==> src/rtl/ufl_pkg.sv <==
// Shared types and constants for the UART frame loader.
// Imported by the loader top and its bench.
package ufl_pkg;

  typedef enum logic [2:0] {
    IDLE,
    SLOT,
    LOAD,
    DATA,
    CHECK,
    DONE
  } state_t;

  localparam logic [1:0] ERR_NONE    = 2'd0;
  localparam logic [1:0] ERR_SLOT    = 2'd1;
  localparam logic [1:0] ERR_TIMEOUT = 2'd2;
  localparam logic [1:0] ERR_CSUM    = 2'd3;

  localparam logic [7:0] SYNC_BYTE_DEF = 8'hA5;

endpackage

==> src/rtl/ufl_if.sv <==
// Byte-in / SDRAM-WR1-out bundle of the frame loader.
// slave = loader side, master = uart/sdram side.
interface ufl_if;

  logic [7:0]  iRX_DATA;
  logic        iRX_VALID;
  logic        iWR_FULL;
  logic [15:0] oWR_DATA;
  logic        oWR;
  logic [22:0] oWR_ADDR;
  logic [22:0] oWR_MAX_ADDR;
  logic        oWR_LOAD;
  logic        oBUSY;
  logic        oDONE;
  logic [2:0]  oSLOT;
  logic [1:0]  oERR;
  logic        oOVF;

  modport slave (
    input  iRX_DATA, iRX_VALID, iWR_FULL,
    output oWR_DATA, oWR, oWR_ADDR,
    output oWR_MAX_ADDR, oWR_LOAD,
    output oBUSY, oDONE, oSLOT,
    output oERR, oOVF
  );

  modport master (
    output iRX_DATA, iRX_VALID, iWR_FULL,
    input  oWR_DATA, oWR, oWR_ADDR,
    input  oWR_MAX_ADDR, oWR_LOAD,
    input  oBUSY, oDONE, oSLOT,
    input  oERR, oOVF
  );

endinterface

==> src/rtl/ufl_timeout_timer.sv <==
// Idle-cycle watchdog: counts cycles without a reload
// while enabled and flags the last permitted idle cycle.
module ufl_timeout_timer #(
  parameter int unsigned TIMEOUT_CYCLES = 2_000_000
) (
  input  logic clk_i,
  input  logic rst_i,
  input  logic en_i,
  input  logic reload_i,
  output logic expire_o
);

  localparam int TW = $clog2(TIMEOUT_CYCLES + 1);
  localparam logic [TW-1:0] LIM = TW'(TIMEOUT_CYCLES - 1);

  logic [TW-1:0] cnt_q, cnt_d;

  // Count idle cycles; any byte or leaving the packet restarts.
  always_comb begin
    cnt_d = cnt_q;
    if (!en_i || reload_i) begin
      cnt_d = '0;
    end else if (cnt_q != LIM) begin
      cnt_d = cnt_q + TW'(1);
    end
  end

  // Counter register.
  always_ff @(posedge clk_i or posedge rst_i) begin
    if (rst_i) cnt_q <= '0;
    else       cnt_q <= cnt_d;
  end

  assign expire_o = en_i && !reload_i && (cnt_q == LIM);

endmodule

==> src/rtl/uart_frame_loader.sv <==
// Parses UART image packets and streams pixels into
// SDRAM write port 1 of the selected frame slot.
module uart_frame_loader
  import ufl_pkg::*;
#(
  parameter int unsigned FRAME_PIXELS   = 307200,
  parameter int unsigned NUM_SLOTS      = 5,
  parameter logic [22:0] SLOT_STRIDE    = 23'h04B000,
  parameter logic [7:0]  SYNC_BYTE      = SYNC_BYTE_DEF,
  parameter int unsigned LOAD_CYCLES    = 4,
  parameter int unsigned TIMEOUT_CYCLES = 2_000_000
) (
  input logic iCLK,
  input logic iRST,
  ufl_if.slave bus
);

  localparam int PCW = $clog2(FRAME_PIXELS + 1);
  localparam int LCW = $clog2(LOAD_CYCLES + 1);
  localparam logic [PCW-1:0] PLAST = PCW'(FRAME_PIXELS - 1);
  localparam logic [LCW-1:0] LLAST = LCW'(LOAD_CYCLES - 1);
  localparam logic [22:0] FRAME_W = 23'(FRAME_PIXELS);

  state_t         state_q, state_d;
  logic [LCW-1:0] lcnt_q, lcnt_d;
  logic [PCW-1:0] pcnt_q, pcnt_d;
  logic [7:0]     csum_q, csum_d;
  logic [7:0]     skid_q, skid_d;
  logic           skv_q, skv_d;
  logic [2:0]     id_q, id_d;
  logic [22:0]    addr_q, addr_d;
  logic [22:0]    max_q, max_d;
  logic           wr_q, wr_d;
  logic [15:0]    wdat_q, wdat_d;
  logic [2:0]     slot_q, slot_d;
  logic [1:0]     err_q, err_d;
  logic           ovf_q, ovf_d;

  logic       rxv;
  logic [7:0] rxd;
  logic       in_pkt;
  logic       expire;
  logic       take_v;
  logic [7:0] take_b;

  assign rxv = bus.iRX_VALID;
  assign rxd = bus.iRX_DATA;

  assign in_pkt = (state_q == SLOT) || (state_q == LOAD) ||
                  (state_q == DATA) || (state_q == CHECK);

  // A parked skid byte is always consumed before a live one.
  assign take_v = ((state_q == DATA) || (state_q == CHECK)) &&
                  (skv_q || rxv);
  assign take_b = skv_q ? skid_q : rxd;

  ufl_timeout_timer #(
    .TIMEOUT_CYCLES(TIMEOUT_CYCLES)
  ) u_tmr (
    .clk_i   (iCLK),
    .rst_i   (iRST),
    .en_i    (in_pkt),
    .reload_i(rxv),
    .expire_o(expire)
  );

  // Packet FSM next state plus datapath updates.
  always_comb begin
    state_d = state_q;
    lcnt_d  = lcnt_q;
    pcnt_d  = pcnt_q;
    csum_d  = csum_q;
    skid_d  = skid_q;
    skv_d   = skv_q;
    id_d    = id_q;
    addr_d  = addr_q;
    max_d   = max_q;
    wr_d    = 1'b0;
    wdat_d  = wdat_q;
    slot_d  = slot_q;
    err_d   = err_q;
    ovf_d   = ovf_q;
    if (take_v && skv_q) begin
      if (rxv) skid_d = rxd;
      else     skv_d  = 1'b0;
    end
    unique case (state_q)
      IDLE: begin
        skv_d = 1'b0;
        if (rxv && rxd == SYNC_BYTE) begin
          state_d = SLOT;
          ovf_d   = 1'b0;
        end
      end
      SLOT: begin
        skv_d = 1'b0;
        if (rxv) begin
          if (32'(rxd) < NUM_SLOTS) begin
            state_d = LOAD;
            id_d    = rxd[2:0];
            addr_d  = 23'(rxd) * SLOT_STRIDE;
            max_d   = addr_d + FRAME_W;
            lcnt_d  = '0;
          end else begin
            state_d = IDLE;
            err_d   = ERR_SLOT;
          end
        end else if (expire) begin
          state_d = IDLE;
          err_d   = ERR_TIMEOUT;
        end
      end
      LOAD: begin
        pcnt_d = '0;
        csum_d = '0;
        if (rxv && !skv_q) begin
          skid_d = rxd;
          skv_d  = 1'b1;
        end
        if (expire) begin
          state_d = IDLE;
          err_d   = ERR_TIMEOUT;
        end else if (lcnt_q == LLAST) begin
          state_d = DATA;
        end else begin
          lcnt_d = lcnt_q + LCW'(1);
        end
      end
      DATA: begin
        if (take_v) begin
          pcnt_d = pcnt_q + PCW'(1);
          csum_d = csum_q ^ take_b;
          wr_d   = !bus.iWR_FULL;
          wdat_d = {8'h00, take_b};
          if (bus.iWR_FULL) ovf_d = 1'b1;
          if (pcnt_q == PLAST) state_d = CHECK;
        end else if (expire) begin
          state_d = IDLE;
          err_d   = ERR_TIMEOUT;
        end
      end
      CHECK: begin
        if (take_v) begin
          if (take_b == csum_q) begin
            state_d = DONE;
          end else begin
            state_d = IDLE;
            err_d   = ERR_CSUM;
          end
        end else if (expire) begin
          state_d = IDLE;
          err_d   = ERR_TIMEOUT;
        end
      end
      DONE: begin
        skv_d   = 1'b0;
        slot_d  = id_q;
        err_d   = ERR_NONE;
        state_d = IDLE;
      end
      default: state_d = IDLE;
    endcase
  end

  // State and datapath registers.
  always_ff @(posedge iCLK or posedge iRST) begin
    if (iRST) begin
      state_q <= IDLE;
      lcnt_q  <= '0;
      pcnt_q  <= '0;
      csum_q  <= '0;
      skid_q  <= '0;
      skv_q   <= 1'b0;
      id_q    <= '0;
      addr_q  <= '0;
      max_q   <= FRAME_W;
      wr_q    <= 1'b0;
      wdat_q  <= '0;
      slot_q  <= '0;
      err_q   <= ERR_NONE;
      ovf_q   <= 1'b0;
    end else begin
      state_q <= state_d;
      lcnt_q  <= lcnt_d;
      pcnt_q  <= pcnt_d;
      csum_q  <= csum_d;
      skid_q  <= skid_d;
      skv_q   <= skv_d;
      id_q    <= id_d;
      addr_q  <= addr_d;
      max_q   <= max_d;
      wr_q    <= wr_d;
      wdat_q  <= wdat_d;
      slot_q  <= slot_d;
      err_q   <= err_d;
      ovf_q   <= ovf_d;
    end
  end

  assign bus.oWR          = wr_q;
  assign bus.oWR_DATA     = wdat_q;
  assign bus.oWR_ADDR     = addr_q;
  assign bus.oWR_MAX_ADDR = max_q;
  assign bus.oWR_LOAD     = (state_q == LOAD);
  assign bus.oBUSY        = (state_q != IDLE);
  assign bus.oDONE        = (state_q == DONE);
  assign bus.oSLOT        = slot_q;
  assign bus.oERR         = err_q;
  assign bus.oOVF         = ovf_q;

endmodule

==> src/flat_wrapper.sv <==
// flat-port wrapper written by rule: the top's interface ports become plain ports
module uart_frame_loader_flat import ufl_pkg::*;
#(
  parameter int unsigned FRAME_PIXELS   = 307200,
  parameter int unsigned NUM_SLOTS      = 5,
  parameter logic [22:0] SLOT_STRIDE    = 23'h04B000,
  parameter logic [7:0]  SYNC_BYTE      = SYNC_BYTE_DEF,
  parameter int unsigned LOAD_CYCLES    = 4,
  parameter int unsigned TIMEOUT_CYCLES = 2_000_000
)
  (iCLK, iRST, bus_iRX_DATA, bus_iRX_VALID, bus_iWR_FULL, bus_oWR_DATA, bus_oWR, bus_oWR_ADDR, bus_oWR_MAX_ADDR, bus_oWR_LOAD, bus_oBUSY, bus_oDONE, bus_oSLOT, bus_oERR, bus_oOVF);
  ufl_if bus_i ();
  input logic iCLK;
  input logic iRST;
  input wire logic [$bits(bus_i.iRX_DATA)-1:0] bus_iRX_DATA;
  input wire logic [$bits(bus_i.iRX_VALID)-1:0] bus_iRX_VALID;
  input wire logic [$bits(bus_i.iWR_FULL)-1:0] bus_iWR_FULL;
  output wire logic [$bits(bus_i.oWR_DATA)-1:0] bus_oWR_DATA;
  output wire logic [$bits(bus_i.oWR)-1:0] bus_oWR;
  output wire logic [$bits(bus_i.oWR_ADDR)-1:0] bus_oWR_ADDR;
  output wire logic [$bits(bus_i.oWR_MAX_ADDR)-1:0] bus_oWR_MAX_ADDR;
  output wire logic [$bits(bus_i.oWR_LOAD)-1:0] bus_oWR_LOAD;
  output wire logic [$bits(bus_i.oBUSY)-1:0] bus_oBUSY;
  output wire logic [$bits(bus_i.oDONE)-1:0] bus_oDONE;
  output wire logic [$bits(bus_i.oSLOT)-1:0] bus_oSLOT;
  output wire logic [$bits(bus_i.oERR)-1:0] bus_oERR;
  output wire logic [$bits(bus_i.oOVF)-1:0] bus_oOVF;
  assign bus_i.iRX_DATA = bus_iRX_DATA;
  assign bus_i.iRX_VALID = bus_iRX_VALID;
  assign bus_i.iWR_FULL = bus_iWR_FULL;
  assign bus_oWR_DATA = bus_i.oWR_DATA;
  assign bus_oWR = bus_i.oWR;
  assign bus_oWR_ADDR = bus_i.oWR_ADDR;
  assign bus_oWR_MAX_ADDR = bus_i.oWR_MAX_ADDR;
  assign bus_oWR_LOAD = bus_i.oWR_LOAD;
  assign bus_oBUSY = bus_i.oBUSY;
  assign bus_oDONE = bus_i.oDONE;
  assign bus_oSLOT = bus_i.oSLOT;
  assign bus_oERR = bus_i.oERR;
  assign bus_oOVF = bus_i.oOVF;
  uart_frame_loader #(.FRAME_PIXELS(FRAME_PIXELS), .NUM_SLOTS(NUM_SLOTS), .SLOT_STRIDE(SLOT_STRIDE), .SYNC_BYTE(SYNC_BYTE), .LOAD_CYCLES(LOAD_CYCLES), .TIMEOUT_CYCLES(TIMEOUT_CYCLES)) u_core (.iCLK(iCLK), .iRST(iRST), .bus(bus_i));
endmodule
==> config.mk <==
export PLATFORM = sky130hd
export DESIGN_NAME = uart_frame_loader_flat
export DESIGN_NICKNAME = d
export VERILOG_FILES = /design/src/rtl/ufl_pkg.sv /design/src/rtl/ufl_if.sv /design/src/rtl/ufl_timeout_timer.sv /design/src/rtl/uart_frame_loader.sv /design/src/flat_wrapper.sv
export SDC_FILE = /design/constraint.sdc
export NUM_CORES = 1
export LEC_CHECK = 0
export CAP_MARGIN = 20
export CORE_MARGIN = 2
export CORE_UTILIZATION = 25
export CTS_CLUSTER_DIAMETER = 120
export DETAILED_ROUTE_END_ITERATION = 10
export SLEW_MARGIN = 20
export SYNTH_ARGS = -nofsm -noshare
export SYNTH_HDL_FRONTEND = slang
export SYNTH_SLANG_ARGS = --single-unit
==> constraint.sdc <==
create_clock -name iCLK -period 4.95 [get_ports iCLK]
set_input_delay 1.2375 -clock iCLK [delete_from_list [all_inputs] [get_ports iCLK]]
set_output_delay 1.2375 -clock iCLK [all_outputs]
set_load 0.03 [all_outputs]
==> metrics.cfg <==
[synthesis]
netlist_instances = 626
synth.distinct_cells = 60
synth_ff_type = dfrtp_1
synth.largest_area_cell = dfrtp_1
async_flop_share_pct = 100
yosysWarningCount = 0
netlist.area_leader.share_pct = 40.5
synthTopCellsByArea = dfrtp_1, ha_1, xor2_1
ys_seq_area_share_pct = 42.3
synth_edf_count = 0
syn_area_sq_mm = 0.00605
synth_seq_cells = 102
yosys.cell_count.top_type = dfrtp_1
synthTopCellsByCount = dfrtp_1, nor2_1, nand2_1
synth.avg_cell_area_sq_um = 9.66

[layout]
nets = 743
instances_no_fill = 1015
fill_cells = 2485
drive_gt1_share_pct = 11.1
syn2layout_area_growth_pct = 19.9
finalInstanceArea_sq_mm = 0.00725
multi_input_area_sq_mm = 0.00313
seqCellArea_sq_mm = 0.00256
n_antenna_cell = 0

[power]
pwr_density_cell_mw_per_mm2 = 478
pwr-share-comb_pct = 45.0
power_uw = 3460
leakage_uw = 0.00319
swShare_pct = 40.8
seq_power_share_pct = 33.5
pwr-share-clk_pct = 21.6
internal_power_uw = 2050
p_switching_uw = 1410
ir_worst_vdd_mv = 0.207

[detailed_routing]
drc = 0
wl_per_cell_um = 13.1
drtIter0Drc = 355
wl_mm = 13.3
vias = 4512
viasPerCell = 4.45
firstDrtPassIters = 4
final_antenna_net_count = 0

[setup_path]
r2r-end = u_core.pcnt_q[15]$_DFFE_PP0P_
crit_fanout = 2
critPathLaunchType = input pin
r2r_slack_ns = 2.31
rr_worst_depth = 5
path_class = in -> reg
cp.required_ns = 5.18
setup.worst_path.start = bus_iRX_DATA[4]
arrival_ns = 5.03
worstSetupEndpointType = register
rr_startpoint = u_core.state_q[2]$_DFFE_PP0P_

[global_route]
grt_overflow = 0
grt_pass1_vias = 4393
grt_pass1_wl_mm = 22.2
grt_usage_pct = 10.7
antenna_found_initial = 0
grt_max_degree = 72

[flow_run]
cap_violations = 0

[clock_tree]
cts-root-buf = clkbuf_16
clkSlewWorstSetupHoldPaths_ns = 0.08
post_cts_resized = 0
htree_levels = 3
cts_tree = built
postCtsHoldBufs = 0
cts_buffers = 9
insertion_delay_ns = 0.36
cts.sinks = 102
clk_path_buf_depth = 2
post_cts_buffers = 0

[timing]
rsz0062_at_grt = false
fin_crit_ns = 4.80
max-slew-margin-rel_pct = 38.6
fin_hold_ws_ns = 0.471
finalClockSkew_ns = 0.00746
tightestPinTransition_ns = 0.921
setup_viol = 0
drv_slew = 0
max_freq_ghz = 0.208
fin_ws_ns = 0.149
hold_violations = 0
period_share_pct = 97.0

[floorplanning]
dieArea_sq_mm = 0.0255
io_pins = 84
die_h_um = 160
core-area_sq_mm = 0.0236
rows = 56
die_width_um = 160
start_util_pct = 25.6

[placement]
numPortBuffers = 51
dp_hpwl_mm = 9.72
dp_slack_ns = -0.372
postPlaceCellArea_sq_mm = 0.00692
dp.cells = 999
gp_routability_congestion = 0.775

[hold_path]
hold_path.class = reg -> reg
whs_path_depth = 2
hp-start = u_core.bus.oWR_MAX_ADDR[12]$_DFFE_PP1P_
hold_end = u_core.bus.oWR_MAX_ADDR[12]$_DFFE_PP1P_

[outcome]
run_status = finished clean

worst max-delay path, stage by stage:
cell	delay (ns)
clkdlybuf4s50_1	0.43
ha_1	0.30
ha_1	0.27
inv_1	0.05
fa_1	0.49
fa_1	0.51
inv_1	0.04
ha_1	0.20
or3_1	0.39
o221a_2	0.27
or3_4	0.39
a2111oi_4	0.35
o31ai_1	0.11
registers in the layout (all words and copies together), names as in the netlist:
register / count
u_core.bus.oWR_ADDR: 10
u_core.bus.oWR_DATA: 8
u_core.bus.oWR: 1
u_core.bus.oOVF: 1
u_core.id_q: 3
u_core.skid_q: 8
u_core.skv_q: 1
u_core.bus.oSLOT: 3
u_core.pcnt_q: 19
u_core.state_q: 3
u_core.csum_q: 8
u_core.bus.oERR: 2
u_core.lcnt_q: 3
u_core.u_tmr.cnt_q: 21
u_core.bus.oWR_MAX_ADDR: 11
per-stage QoR:
step | util, % | TNS (ns)
detailed placement | 29.3 | -0.464
floorplan | - | 0
CTS | 30.6 | 0
global route | 30.7 | 0
global placement | 29.3 | -0.280
finish | 30.7 | 0
routing by layer:
metal	share of wire, %	global-route usage (%)	vias up
met2	48	17.5	86
met3	4.1	2.45	11
met1	47	13.8	2188
li1	-	-	2227
met4	1.5	3.72	0
met5	0	0	-
power by group through the flow:
stage | clock network (uW) | logic, uW | registers (uW)
6_report | 748 | 1560 | 1160
4_1_cts | 765 | 1550 | 1160
3_5_place_dp | 0 | 1540 | 1180
3_3_place_gp | 0 | 1520 | 1170
2_1_floorplan | 0 | 996 | 1230
5_1_grt | 795 | 1720 | 1190
worst max path at each step:
stage	endpoint	slack, ns	depth (start not counted)
2_1_floorplan	u_core.bus.oWR_MAX_ADDR[22]$_DFFE_PP0P_	0.25	12
3_3_place_gp	u_core.bus.oWR_MAX_ADDR[22]$_DFFE_PP0P_	-0.25	13
3_5_place_dp	u_core.bus.oWR_MAX_ADDR[22]$_DFFE_PP0P_	-0.37	13
4_1_cts	u_core.bus.oWR_MAX_ADDR[22]$_DFFE_PP0P_	0.03	13
5_1_grt	u_core.bus.oWR_MAX_ADDR[22]$_DFFE_PP0P_	0.01	13
6_report	u_core.bus.oWR_MAX_ADDR[22]$_DFFE_PP0P_	0.15	13
layout by cell type (no fill, tap or decap), drive strengths merged, types with 10 or more instances in the layout:
cell type and instances:
mux2 14, nand4 11, dfrtp 98, ha 33, a21oi 30, conb 32
clkdlybuf4s50 51, buf 29, nand3 21, mux2i 10, or3 11, nand2 50
inv 37, o21ai 48, nor2 62, xnor2 25, xor2 29
cell type report:
| cell class | instances | share of cell area (%) |
|---|---|---|
| Sequential cell | 102 | 35.3 |
| Inverter | 34 | 1.79 |
| Clock inverter | 7 | 1.09 |
| Timing Repair Buffer | 80 | 10.0 |
| Clock buffer | 9 | 3.11 |
| Multi-Input combinational cell | 464 | 43.2 |
| Tap cell | 319 | 5.50 |
logic make-up after synthesis:
logic type	after synthesis	share of synthesized area, %
AOI/OAI and AO/OA	107	10.9
DFF	102	42.3
and+or+nand+nor	207	17.0
adders and majority gates	40	9.14
xor gates and xnor gates	54	7.82
other	1	0.0620
buffers and inverters	91	8.23
muxes	24	4.57
(Power assumes the default switching activity.)
